**src/rtl/dense_layer_sequencer.sv**
```systemverilog
`default_nettype none
// ============================================================================
// dense_layer_sequencer
// Walks an SDRAM descriptor table and runs a dense controller one layer at a time.
// Rev 1.0
// ============================================================================
module dense_layer_sequencer #(
  parameter int LAYER_W   = 8,
  parameter int TIMEOUT_W = 24
) (
  input  logic        clk,
  input  logic        reset,
  input  logic [2:0]  slave_address,
  input  logic        slave_read,
  output logic [31:0] slave_readdata,
  input  logic        slave_write,
  input  logic [31:0] slave_writedata,
  output logic        slave_waitrequest,
  output logic [31:0] mem_address,
  output logic        mem_read,
  input  logic [31:0] mem_readdata,
  input  logic        mem_waitrequest,
  output logic [2:0]  dense_address,
  output logic        dense_write,
  output logic [31:0] dense_writedata,
  output logic        dense_read,
  input  logic [31:0] dense_readdata,
  input  logic        dense_waitrequest,
  output logic        irq
);

  typedef enum logic [2:0] {
    S_IDLE, S_FETCH, S_PROG, S_START, S_WAITD, S_NEXT, S_DONE
  } state_t;

  localparam logic [TIMEOUT_W-1:0] c_WD_LIMIT = {{(TIMEOUT_W-1){1'b1}}, 1'b0};

  state_t               r_state;
  logic [31:0]          r_table_base;
  logic [LAYER_W-1:0]   r_layer_count;
  logic [LAYER_W-1:0]   r_idx;
  logic                 r_busy;
  logic                 r_done;
  logic                 r_error;
  logic                 r_abort_pending;
  logic [2:0]           r_k;
  logic [31:0]          r_desc [0:4];
  logic [TIMEOUT_W-1:0] r_wd;

  logic                 w_start;
  logic                 w_abort;
  logic [LAYER_W:0]     w_idx_inc;
  logic [31:0]          w_next_desc_addr;
  logic                 w_unused_rdata;

  assign w_start          = slave_write && (slave_address == 3'd0) && slave_writedata[0];
  assign w_abort          = slave_write && (slave_address == 3'd0) && slave_writedata[1];
  assign w_idx_inc        = {1'b0, r_idx} + {{LAYER_W{1'b0}}, 1'b1};
  assign w_next_desc_addr = r_table_base + 32'(w_idx_inc[LAYER_W-1:0]) * 32'd20;
  assign w_unused_rdata   = ^dense_readdata;

  assign slave_waitrequest = 1'b0;
  assign irq               = r_done;

  always_comb begin
    slave_readdata = '0;
    if (slave_read) begin
      case (slave_address)
        3'd1:    slave_readdata = r_table_base;
        3'd2:    slave_readdata = 32'(r_layer_count);
        3'd3:    slave_readdata = {29'b0, r_error, r_done, r_busy};
        3'd4:    slave_readdata = 32'(r_idx);
        default: slave_readdata = '0;
      endcase
    end
  end

  always_ff @(posedge clk or negedge reset) begin
    if (!reset) begin
      r_state         <= S_IDLE;
      r_table_base    <= '0;
      r_layer_count   <= '0;
      r_idx           <= '0;
      r_busy          <= 1'b0;
      r_done          <= 1'b0;
      r_error         <= 1'b0;
      r_abort_pending <= 1'b0;
      r_k             <= '0;
      r_wd            <= '0;
      for (int i = 0; i < 5; i++) r_desc[i] <= '0;
      mem_address     <= '0;
      mem_read        <= 1'b0;
      dense_address   <= '0;
      dense_write     <= 1'b0;
      dense_writedata <= '0;
      dense_read      <= 1'b0;
    end else begin
      if (slave_write && !r_busy) begin
        if (slave_address == 3'd1) r_table_base  <= slave_writedata;
        if (slave_address == 3'd2) r_layer_count <= slave_writedata[LAYER_W-1:0];
      end
      if (slave_write && (slave_address == 3'd3)) begin
        r_done  <= 1'b0;
        r_error <= 1'b0;
      end
      // Abort is only latched here; the layer in flight always runs to completion.
      if (w_abort && r_busy) begin
        r_abort_pending <= 1'b1;
        r_error         <= 1'b1;
      end

      case (r_state)
        S_IDLE: begin
          if (w_start) begin
            r_done          <= 1'b0;
            r_error         <= 1'b0;
            r_abort_pending <= 1'b0;
            r_idx           <= '0;
            if (r_layer_count == '0) begin
              r_done  <= 1'b1;
              r_state <= S_DONE;
            end else begin
              r_busy      <= 1'b1;
              r_k         <= '0;
              mem_read    <= 1'b1;
              mem_address <= r_table_base;
              r_state     <= S_FETCH;
            end
          end
        end
        S_FETCH: begin
          if (!mem_waitrequest) begin
            r_desc[r_k] <= mem_readdata;
            if (r_k == 3'd4) begin
              mem_read        <= 1'b0;
              r_k             <= '0;
              dense_write     <= 1'b1;
              dense_address   <= 3'd1;
              dense_writedata <= r_desc[0];
              r_state         <= S_PROG;
            end else begin
              r_k         <= r_k + 3'd1;
              mem_address <= mem_address + 32'd4;
            end
          end
        end
        S_PROG: begin
          if (!dense_waitrequest) begin
            if (r_k == 3'd4) begin
              dense_address   <= 3'd0;
              dense_writedata <= 32'd1;
              r_state         <= S_START;
            end else begin
              r_k             <= r_k + 3'd1;
              dense_address   <= r_k + 3'd2;
              dense_writedata <= r_desc[r_k + 3'd1];
            end
          end
        end
        S_START: begin
          if (!dense_waitrequest) begin
            dense_write     <= 1'b0;
            dense_writedata <= '0;
            dense_read      <= 1'b1;
            dense_address   <= 3'd0;
            r_wd            <= '0;
            r_state         <= S_WAITD;
          end
        end
        S_WAITD: begin
          if (!dense_waitrequest) begin
            dense_read <= 1'b0;
            r_state    <= S_NEXT;
          end else if (r_wd == c_WD_LIMIT) begin
            dense_read      <= 1'b0;
            r_error         <= 1'b1;
            r_busy          <= 1'b0;
            r_done          <= 1'b1;
            r_abort_pending <= 1'b0;
            r_state         <= S_DONE;
          end else begin
            r_wd <= r_wd + 1'b1;
          end
        end
        S_NEXT: begin
          if ((w_idx_inc == {1'b0, r_layer_count}) || r_abort_pending) begin
            r_busy          <= 1'b0;
            r_done          <= 1'b1;
            r_abort_pending <= 1'b0;
            r_state         <= S_DONE;
          end else begin
            r_idx       <= w_idx_inc[LAYER_W-1:0];
            r_k         <= '0;
            mem_read    <= 1'b1;
            mem_address <= w_next_desc_addr;
            r_state     <= S_FETCH;
          end
        end
        S_DONE:  r_state <= S_IDLE;
        default: r_state <= S_IDLE;
      endcase
    end
  end

endmodule
`default_nettype wire

```
**config.mk**
```make
export PLATFORM = sky130hd
export DESIGN_NAME = dense_layer_sequencer
export DESIGN_NICKNAME = d
export VERILOG_FILES = /design/src/rtl/dense_layer_sequencer.sv
export SDC_FILE = /design/constraint.sdc
export NUM_CORES = 1
export LEC_CHECK = 0
export ABC_AREA = 1
export CORE_MARGIN = 8
export CORE_UTILIZATION = 45
export CTS_CLUSTER_SIZE = 28
export DETAILED_ROUTE_END_ITERATION = 16
export PLACE_DENSITY_LB_ADDON = 0.1
export SYNTH_ARGS = -nofsm -noshare
export SYNTH_HDL_FRONTEND = slang
export SYNTH_SLANG_ARGS = --single-unit
```
**constraint.sdc**
```tcl
create_clock -name clk -period 5 [get_ports clk]
set_clock_uncertainty 0.1 [all_clocks]
set_input_delay 1 -clock clk [delete_from_list [all_inputs] [get_ports clk]]
set_output_delay 1 -clock clk [all_outputs]
set_load 0.01 [all_outputs]
```
After elaboration in Yosys (flattened, before gate mapping)
Cells that the tools add are included.
{"block": "word_totals", "reg_bits": 312, "latch_bits": 0, "mem_bits_rw": 0, "rom_bits": 0, "inputBits": 105, "output_inout_bits": 104, "elab_cells": 181, "memories": 0}
{"block": "op_classes", "n_addsub": 6, "mul": 1, "n_div": 0, "n_lt_le_gt_ge": 3, "n_eq_ne": 27, "shift": 0, "mux": 88, "bitwise": 3, "n_reduce_logical": 32}
{"operator": "$mux 32", "count": 14}
{"operator": "$pmux 32 s3", "count": 2}
{"operator": "$bwmux 160", "count": 1}
{"operator": "$pmux 32 s4", "count": 1}
{"operator": "$bmux 32 s3", "count": 1}
{"operator": "$demux 32 s3", "count": 1}
{"operator": "$mux 24", "count": 3}
{"operator": "$mux 3", "count": 22}
{"operator": "$pmux 24 s2", "count": 1}
{"operator": "$add 32x13->32", "count": 1}
{"operator": "$add 32x3->32 const B", "count": 1}
{"operator": "$mux 1", "count": 29}
{"operator": "$ne 2x2->1 const B", "count": 14}
{"operator": "$add 24x1->24 const B", "count": 1}
{"operator": "$eq 24x24->1 const B", "count": 1}
{"operator": "$pmux 3 s6", "count": 1}
{"operator": "$reduce_and 6->1", "count": 3}
{"operator": "$mux 8", "count": 2}
{"operator": "$pmux 8 s2", "count": 1}
{"operator": "$reduce_and 7->1", "count": 2}
{"operator": "$eq 3x2->1 const B", "count": 4}
{"operator": "$eq 3x3->1 const B", "count": 4}
{"operator": "$pmux 1 s3", "count": 4}
{"operator": "$pmux 3 s4", "count": 1}
{"operator": "25 further kinds", "count": 45}

Logic depth before layout (Yosys ltp)
Gate-level depths: netlist (run 1).
{"block": "logic_depth", "depth_word": 8, "depth_mapped": 28, "mapped_depth_nobuf": 28}

Least setup slack after synthesis (run 1)
OpenSTA, ideal clock, no wires.
{"block": "synth_timing", "path_kind": "register to register", "from": "register r_idx[0]", "to": "register mem_address[15]", "arrival_time_ns": 3.612, "required_time_ns": 4.781, "path_slack_ns": 1.169, "stages_incl_launch_ff": 28, "n_path_buf": 0, "synth_period_minus_slack_ns": 3.831, "cell_sequence": "dfrtp_1 ha_1 nand2_2 inv_1 nand2_1 nand2_1 inv_1 ha_1 ha_1 a21o_1 a21oi_1 o21ai_0 xnor2_1 inv_1 ha_1 nand2_1 inv_1 nand2_1 nand2_1 nand2_1 nand2_1 inv_1 nand2_1 or2_2 nand3_1 nand2_1 nand4_1 nand2_1"}
{"block": "synth_between", "elab_chain_len": 5, "word_cells_on_any_way": 9, "classes_between": "2 x add/sub; 1 x mul; 2 x eq/ne; 2 x mux; 2 x reduce/logical"}
{"element": "start: declaration", "line_no": "41", "text": "logic [LAYER_W-1:0] r_idx;"}
{"element": "start signal: assignment", "line_no": "192", "text": "r_idx <= w_idx_inc[LAYER_W-1:0];"}
{"element": "$add 8x1->9 *", "line_no": "58", "text": "assign w_idx_inc = {1'b0, r_idx} + {{LAYER_W{1'b0}}, 1'b1};"}
{"element": "$mul 8x3->11 or $eq 9x8->1 (tied branches)", "line_no": "59, 186"}
{"element": "$add 32x13->32 or $logic_or 1x1->1 (tied branches)", "line_no": "59, 186"}
{"element": "$mux 32 or $ne 2x2->1 (tied branches)"}
{"element": "$pmux 32 s3 or $reduce_and 6->1 (tied branches)"}
{"element": "end signal: assignment", "line_no": "126", "text": "mem_address <= r_table_base;"}
{"element": "end signal: assignment", "line_no": "143", "text": "mem_address <= mem_address + 32'd4;"}
{"element": "end signal: assignment", "line_no": "195", "text": "mem_address <= w_next_desc_addr;"}
{"element": "end: declaration", "line_no": "19", "text": "output logic [31:0] mem_address,"}
Mark *: on every way between the ends. The rest lies on a longest branch, timed or not. The select of a mux whose other input is x is not followed.
A chain may end at the register's enable or synchronous reset.

Final worst setup path (run 1)
Same ends and word-level chain as after synthesis.

==> results of run 1 <==
-- cells in the mapped netlist (2+ instances only) --
cell        n  share of area
o22ai_1    34          0.012
o21ai_0   324          0.092
nand2_2     7         0.0025
nand2_1   666           0.14
xor2_1     13         0.0064
nand3_2     6         0.0034
a211oi_1    2        0.00085
a21oi_2     2        0.00099
xnor2_1    14         0.0069
o31ai_1    17         0.0072
buf_2      28         0.0079
fa_1        2         0.0023
o211ai_1    9         0.0038
clkbuf_1   75          0.016
nor2_4      5         0.0032
nand3b_1    4         0.0017
a21o_1      5         0.0021
or2_2       9         0.0032
o21ai_1    15         0.0042
a22oi_1    32          0.014
nor2_1    202          0.043
nand4_1    58          0.021
nor2_2      5         0.0018
a21oi_1    49          0.014
dfrtp_1   312           0.44
mux2_2      4         0.0025
nor3_2      2         0.0011
ha_1       29          0.021
buf_4       5         0.0021
nor3_1     48          0.014
inv_2       9         0.0019
buf_6       4         0.0025
nand3_1   153          0.043
inv_1     237          0.050
a221oi_1    3         0.0015
nor4_1      3         0.0011
o221ai_1    2        0.00099
-- sequential cells by signal, indices dropped and copies added, names as in the netlist, 3 cells and up --
| signal | count |
|---|---|
| r_layer_count | 8 |
| dense_writedata | 32 |
| mem_address | 32 |
| r_idx | 8 |
| r_table_base | 32 |
| r_state | 3 |
| r_k | 3 |
| r_desc | 160 |
| dense_address | 3 |
| r_wd | 24 |
-- cells by family (layout without fill, tap and decap cells) --
family                   count (synthesis)  count (layout)  synth area share
AND/OR/NAND/NOR                       1173            1173             0.282
AO/OA/AOI/OAI                          500             500             0.156
buffers and inverters                  358             505            0.0807
flip-flops                             312             312             0.441
adder cells (fa/ha/maj)                 31              31            0.0228
XOR/XNOR                                28              28            0.0146
multiplexers                             4               4           0.00255
other                                    1               1          0.000212
-- worst max-delay path by stage --
stage / startpoint / end / slack (ps) / depth (start not counted)
final: r_idx[0] / mem_address[15] / 520 / 27
after detailed placement: r_idx[0] / mem_address[19] / 490 / 26
after floorplan: r_idx[0] / mem_address[15] / 1170 / 27
after CTS: r_idx[0] / mem_address[19] / 490 / 26
after global placement: r_idx[0] / mem_address[19] / 560 / 26
after global routing: r_idx[0] / mem_address[14] / 7 / 23
-- power by group --
group          leakage (nW)  internal (mW)  switching, mW
clock                 0.588           1.62           1.10
combinational          5.11           2.84           4.90
sequential             4.03           3.55           1.01
total                  9.73           8.01           7.01
-- metal layers --
| metal | wire [um] | part of all wire | global-route usage | up-vias |
|---|---|---|---|---|
| met4 | 1830 | 0.032 | 0.0894 | 2 |
| li1 | - | - | - | 8197 |
| met2 | 25700 | 0.46 | 0.381 | 530 |
| met5 | 9 | 0.00016 | 0 | - |
| met1 | 25200 | 0.45 | 0.324 | 8073 |
| met3 | 3620 | 0.064 | 0.0427 | 112 |
-- area by class of cell --
type | instances | area share
inverters | 246 | 0.0440
clock inverters | 9 | 0.00715
repair buffers | 195 | 0.0926
flip-flops and latches | 312 | 0.372
well taps | 518 | 0.0309
multi-input cells | 1737 | 0.404
clock buffers | 55 | 0.0502
-- worst register-to-register path, delay by kind of cell, from the launching register on --
kind	cells	cell delay, ps
AO/OA/AOI/OAI	3	540
XOR/XNOR	1	190
adder cells (fa/ha/maj)	4	1220
buffers and inverters	5	380
flip-flops	1	470
AND/OR/NAND/NOR	14	1500
==> metrics.md, run 1 <==
| Metric | Value |
|---|---|
| DRC | `0` |
| Async S/R FF share, synth | `1.00` |
| Setup crit end kind | `flop` |
| Clock transition at path regs | `60 ps` |
| WL final | `roughly 56 mm` |
| Cell mode on critical path | `nand2_1` |
| Final setup TNS | `0 ps` |
| Worst vdd ir | `roughly 440 uV` |
| Req. time, crit path | `5350 ps` |
| Layout Utilization | `0.542` |
| Placed insts | `between 3000 and 4000` |
| Worst Path Class, Setup | `flop to flop` |
| Clk Latency, worst-skew pair | `560 ps` |
| Pre-CTS WS | `495 ps` |
| Mapped Nets | `between 2000 and 3000` |
| Die X | `approximately 210 um` |
| Unrepaired setup endpoints after global routing | `no` |
| Die area | `about 46000 um2` |
| Worst reg2reg path depth | `27` |
| Post-Layout Inst Area | `21000 um2` |
| Total design power | `15.0 mW` |
| Seq/Total Area, Yosys | `0.441` |
| R2R Path Start | `r_idx[0]` |
| Outcome | `finished, final reports clean` |
| First-pass GRT wire length | `about 90 mm` |
| Vias in the first global route | `16200` |
| TritonRoute pass-1 iters | `5` |
| Final Hold Viols | `0` |
| Worst-margin pin slew | `around 1200 ps` |
| TritonCTS Sinks | `312` |
| Initial core utilization | `0.457` |
| DP Area | `19800 um2` |
| Inserted Clock Buffers | `37` |
| CTS tree | `built` |
| DR iter-0 viols | `1345` |
| Buf/Inv on CP | `5` |
| Layout filler cell count | `3806` |
| FP Rows | `72` |
| Max frequency | `223 MHz` |
| Mapped Avg Cell Area | `7.35 um2` |
| Yosys warning count | `0` |
| Port Buffers | `between 150 and 200` |
| CP Launch Type | `flop` |
| Root Buffer | `clkbuf_16` |
| Pwr/cell area | `between 700 and 800 nW/um2` |
| Core area | `~39000 um2` |
| Largest net degree at the start of global routing | `108` |
| Initial antenna violation count | `1` |
| Tmin final | `approximately 4500 ps` |
| Remaining Overflow, GRT | `0` |
| Gr usage total | `0.240` |
| Wirelength per Cell | `18.3 um` |
| # diodes | `0` |
| MaxCap Viol Count | `0` |
| Fin cells | `3072` |
| Multi-input logic area | `approximately 8500 um2` |
| Arrival @ worst endpoint | `4830 ps` |
| Reg2Reg Setup Slack | `approximately 520 ps` |
| Worst hold slack | `375 ps` |
| HPWL after DPL | `37.8 mm` |
| Final setup vio count | `0` |
| Syn Std Cell Area | `17700 um2` |
| Final period utilization | `0.896` |
| Area Overhead vs Synth | `18.7%` |
| Max Buffers Root-to-Sink | `3` |
| Final Max Tran Viols | `0` |
| Worst reg2reg path endpoint | `mem_address[15]` |
| Post-cts resize count | `0` |
| Cells after Synth | `2407` |
| Die height | `214 um` |
| Via/cell ratio | `5.51` |
| Gpl congestion | `0.943` |
| Hold Path Class | `input pin to asynchronous set/reset pin` |
| H-tree depth | `2` |
| Most frequent cells in the layout | `664 x nand2_1, 324 x o21ai_0, 311 x dfrtp_1` |
| Leak | `9.73 nW` |
| Primary FF master, synth | `dfrtp_1` |
| Post-DRT Antenna Nets | `0` |
| Post-CTS setup buffers | `0` |
| Slew HR | `0.211` |
| Layout cells sized above 1 | `0.0509` |
| Hold Buf Count CTS | `0` |
| Critical Path Slowest Stage Cell | `dfrtp_1` |
| Maximum fanout along the worst path | `7` |
| Commonest non-fill, non-tap cell in the layout | `nand2_1` |
| CP peak stage delay | `470 ps` |
| PnR worst setup slack | `522 ps` |
| Yosys reg bits | `312` |
| EDFF count, synth | `0` |
| Vias | `16900` |
| IO Pins | `209` |
| Sequential cell area | `between 7000 and 8000 um2` |
| Nets | `2665` |
| Synth cell types | `50` |
| Crit path max-delay family | `simple AND/OR/NAND/NOR gates` |
(Power assumes the default switching activity.)
==> run 2, diff against run 1 <==
CORE_MARGIN = not set   (was 8)
CTS_BUF_LIST = sky130_fd_sc_hd__clkbuf_2 sky130_fd_sc_hd__clkbuf_4 sky130_fd_sc_hd__clkbuf_8   (was not set)
==> metrics.md, run 2 (synthesized netlist as in run 1, its figures left out) <==
| Metric | Value |
|---|---|
| Inserted Clock Buffers | `55` |
| Largest net degree at the start of global routing | `102` |
| WL final | `roughly 55 mm` |
| # diodes | `0` |
| Commonest non-fill, non-tap cell in the layout | `nand2_1` |
| Final period utilization | `0.891` |
| Most flop-heavy register | `r_desc` |
| Arrival @ worst endpoint | `4930 ps` |
| Hold Buf Count CTS | `0` |
| Max frequency | `224 MHz` |
| Final Hold Viols | `0` |
| Die X | `200 um` |
| TritonRoute pass-1 iters | `5` |
| Die area | `about 40000 um2` |
| Post-CTS setup buffers | `0` |
| Nets | `around 2700` |
| First-pass GRT wire length | `89.1 mm` |
| Post-cts resize count | `0` |
| HPWL after DPL | `37.2 mm` |
| DR iter-0 viols | `1243` |
| Wirelength per Cell | `~18 um` |
| Post-DRT Antenna Nets | `0` |
| Pwr/cell area | `about 700 nW/um2` |
| Worst hold slack | `273 ps` |
| Worst vdd ir | `roughly 440 uV` |
| CTS tree | `built` |
| Gr usage total | `0.279` |
| FP Rows | `72` |
| IO Pins | `209` |
| Maximum fanout along the worst path | `7` |
| Gpl congestion | `approximately 0.93` |
| Die height | `200 um` |
| Max reg flops | `160` |
| Final setup TNS | `0 ps` |
| Layout cells sized above 1 | `0.0665` |
| CP Launch Type | `flop` |
| TritonCTS Sinks | `between 300 and 400` |
| Via/cell ratio | `between 5 and 6` |
| Pre-CTS WS | `564 ps` |
| Root Buffer | `clkbuf_8` |
| Worst Path Class, Setup | `flop to flop` |
| Layout filler cell count | `3869` |
| Core area | `38700 um2` |
| Most frequent cells in the layout | `665 x nand2_1, 324 x o21ai_0, 311 x dfrtp_1` |
| Max Buffers Root-to-Sink | `3` |
| Vias in the first global route | `16200` |
| Area Overhead vs Synth | `18.3%` |
| Req. time, crit path | `5470 ps` |
| Vias | `17000` |
| DRC | `0` |
| H-tree depth | `2` |
| MaxCap Viol Count | `0` |
| Initial antenna violation count | `1` |
| Clock transition at path regs | `60 ps` |
| Port Buffers | `around 180` |
| Final Max Tran Viols | `0` |
| Worst-margin pin slew | `roughly 1200 ps` |
| PnR worst setup slack | `545 ps` |
| Unrepaired setup endpoints after global routing | `no` |
| Leak | `between 9 and 10 nW` |
| Final setup vio count | `0` |
| Slew HR | `0.230` |
| Outcome | `finished, final reports clean` |
| Hold Path Class | `input pin to asynchronous set/reset pin` |
| Clk Latency, worst-skew pair | `between 600 and 700 ps` |
| Remaining Overflow, GRT | `0` |
| Initial core utilization | `0.457` |
| Tmin final | `between 4000 and 5000 ps` |
| Setup crit end kind | `flop` |
## run 2: layer usage
| layer | up-vias | track usage | part of all wire |
|---|---|---|---|
| li1 | 8209 | - | - |
| met3 | 121 | 0.0381 | 0.059 |
| met4 | 2 | 0.104 | 0.030 |
| met1 | 8095 | 0.392 | 0.46 |
| met5 | - | 0 | 0.00020 |
| met2 | 577 | 0.437 | 0.46 |
## run 2: critical path, cell delays in order (launching register included)
cell and delay [ps]:
dfrtp_1 480, ha_1 250, nand2_2 110, inv_1 70, nand2_1 60, nand2_1 120
inv_1 100, ha_1 350, ha_1 300, a21o_1 170, a21oi_1 180, o21ai_0 170
xnor2_1 160, inv_1 50, ha_1 340, nand2_1 130, inv_1 90, nand2_1 70
nor3_1 190, nand2_1 80, nand2_1 180, nand2_1 80, nand2_1 60, nand3_1 190
nand2_1 130, nand4_1 90, nand2_1 110
## run 2: through the flow
stage          cells  utilization  power (mW)  area (um2)
5_1_grt         3103        0.540        16.1       20900
3_5_place_dp    3008        0.511        12.2       19800
6_report        3103        0.540        14.7       20900
2_1_floorplan   2407            -        9.71       17700
4_1_cts         3103        0.540        14.7       20900
3_3_place_gp    3008        0.511        12.1       19800
## run 2: area by class of cell
| type | count | area, um2 | area share |
|---|---|---|---|
| Clock inverter | 10 | 92.6 | 0.00442 |
| Sequential cell | 312 | 7810 | 0.373 |
| Timing Repair Buffer | 195 | 1930 | 0.0923 |
| Clock buffer | 85 | 1060 | 0.0508 |
| Multi-Input combinational cell | 1737 | 8470 | 0.404 |
| Tap cell | 518 | 648 | 0.0310 |
| Inverter | 246 | 923 | 0.0441 |
## run 2: worst paths after layout
| kind | from | endpoint | slack (ps) | depth (start not counted) |
|---|---|---|---|---|
| setup / recovery | r_idx[0] | mem_address[19] | 540 | 26 |
| hold / removal | reset | r_table_base[6] | 270 | 1 |
| setup reg to reg | r_idx[0] | mem_address[19] | 540 | 26 |
| hold reg to reg | mem_address[1] | mem_address[1] | 380 | 2 |
| max in group asynchronous | reset | r_desc[101] | 3420 | 2 |
| min in group clk | mem_address[1] | mem_address[1] | 380 | 2 |
## run 2: power breakdown
group	internal, mW	leakage, nW	switching (mW)	total [mW]
registers	3.55	4.03	1.01	4.56
logic	2.81	5.10	4.86	7.67
clock network	1.40	0.622	1.09	2.50
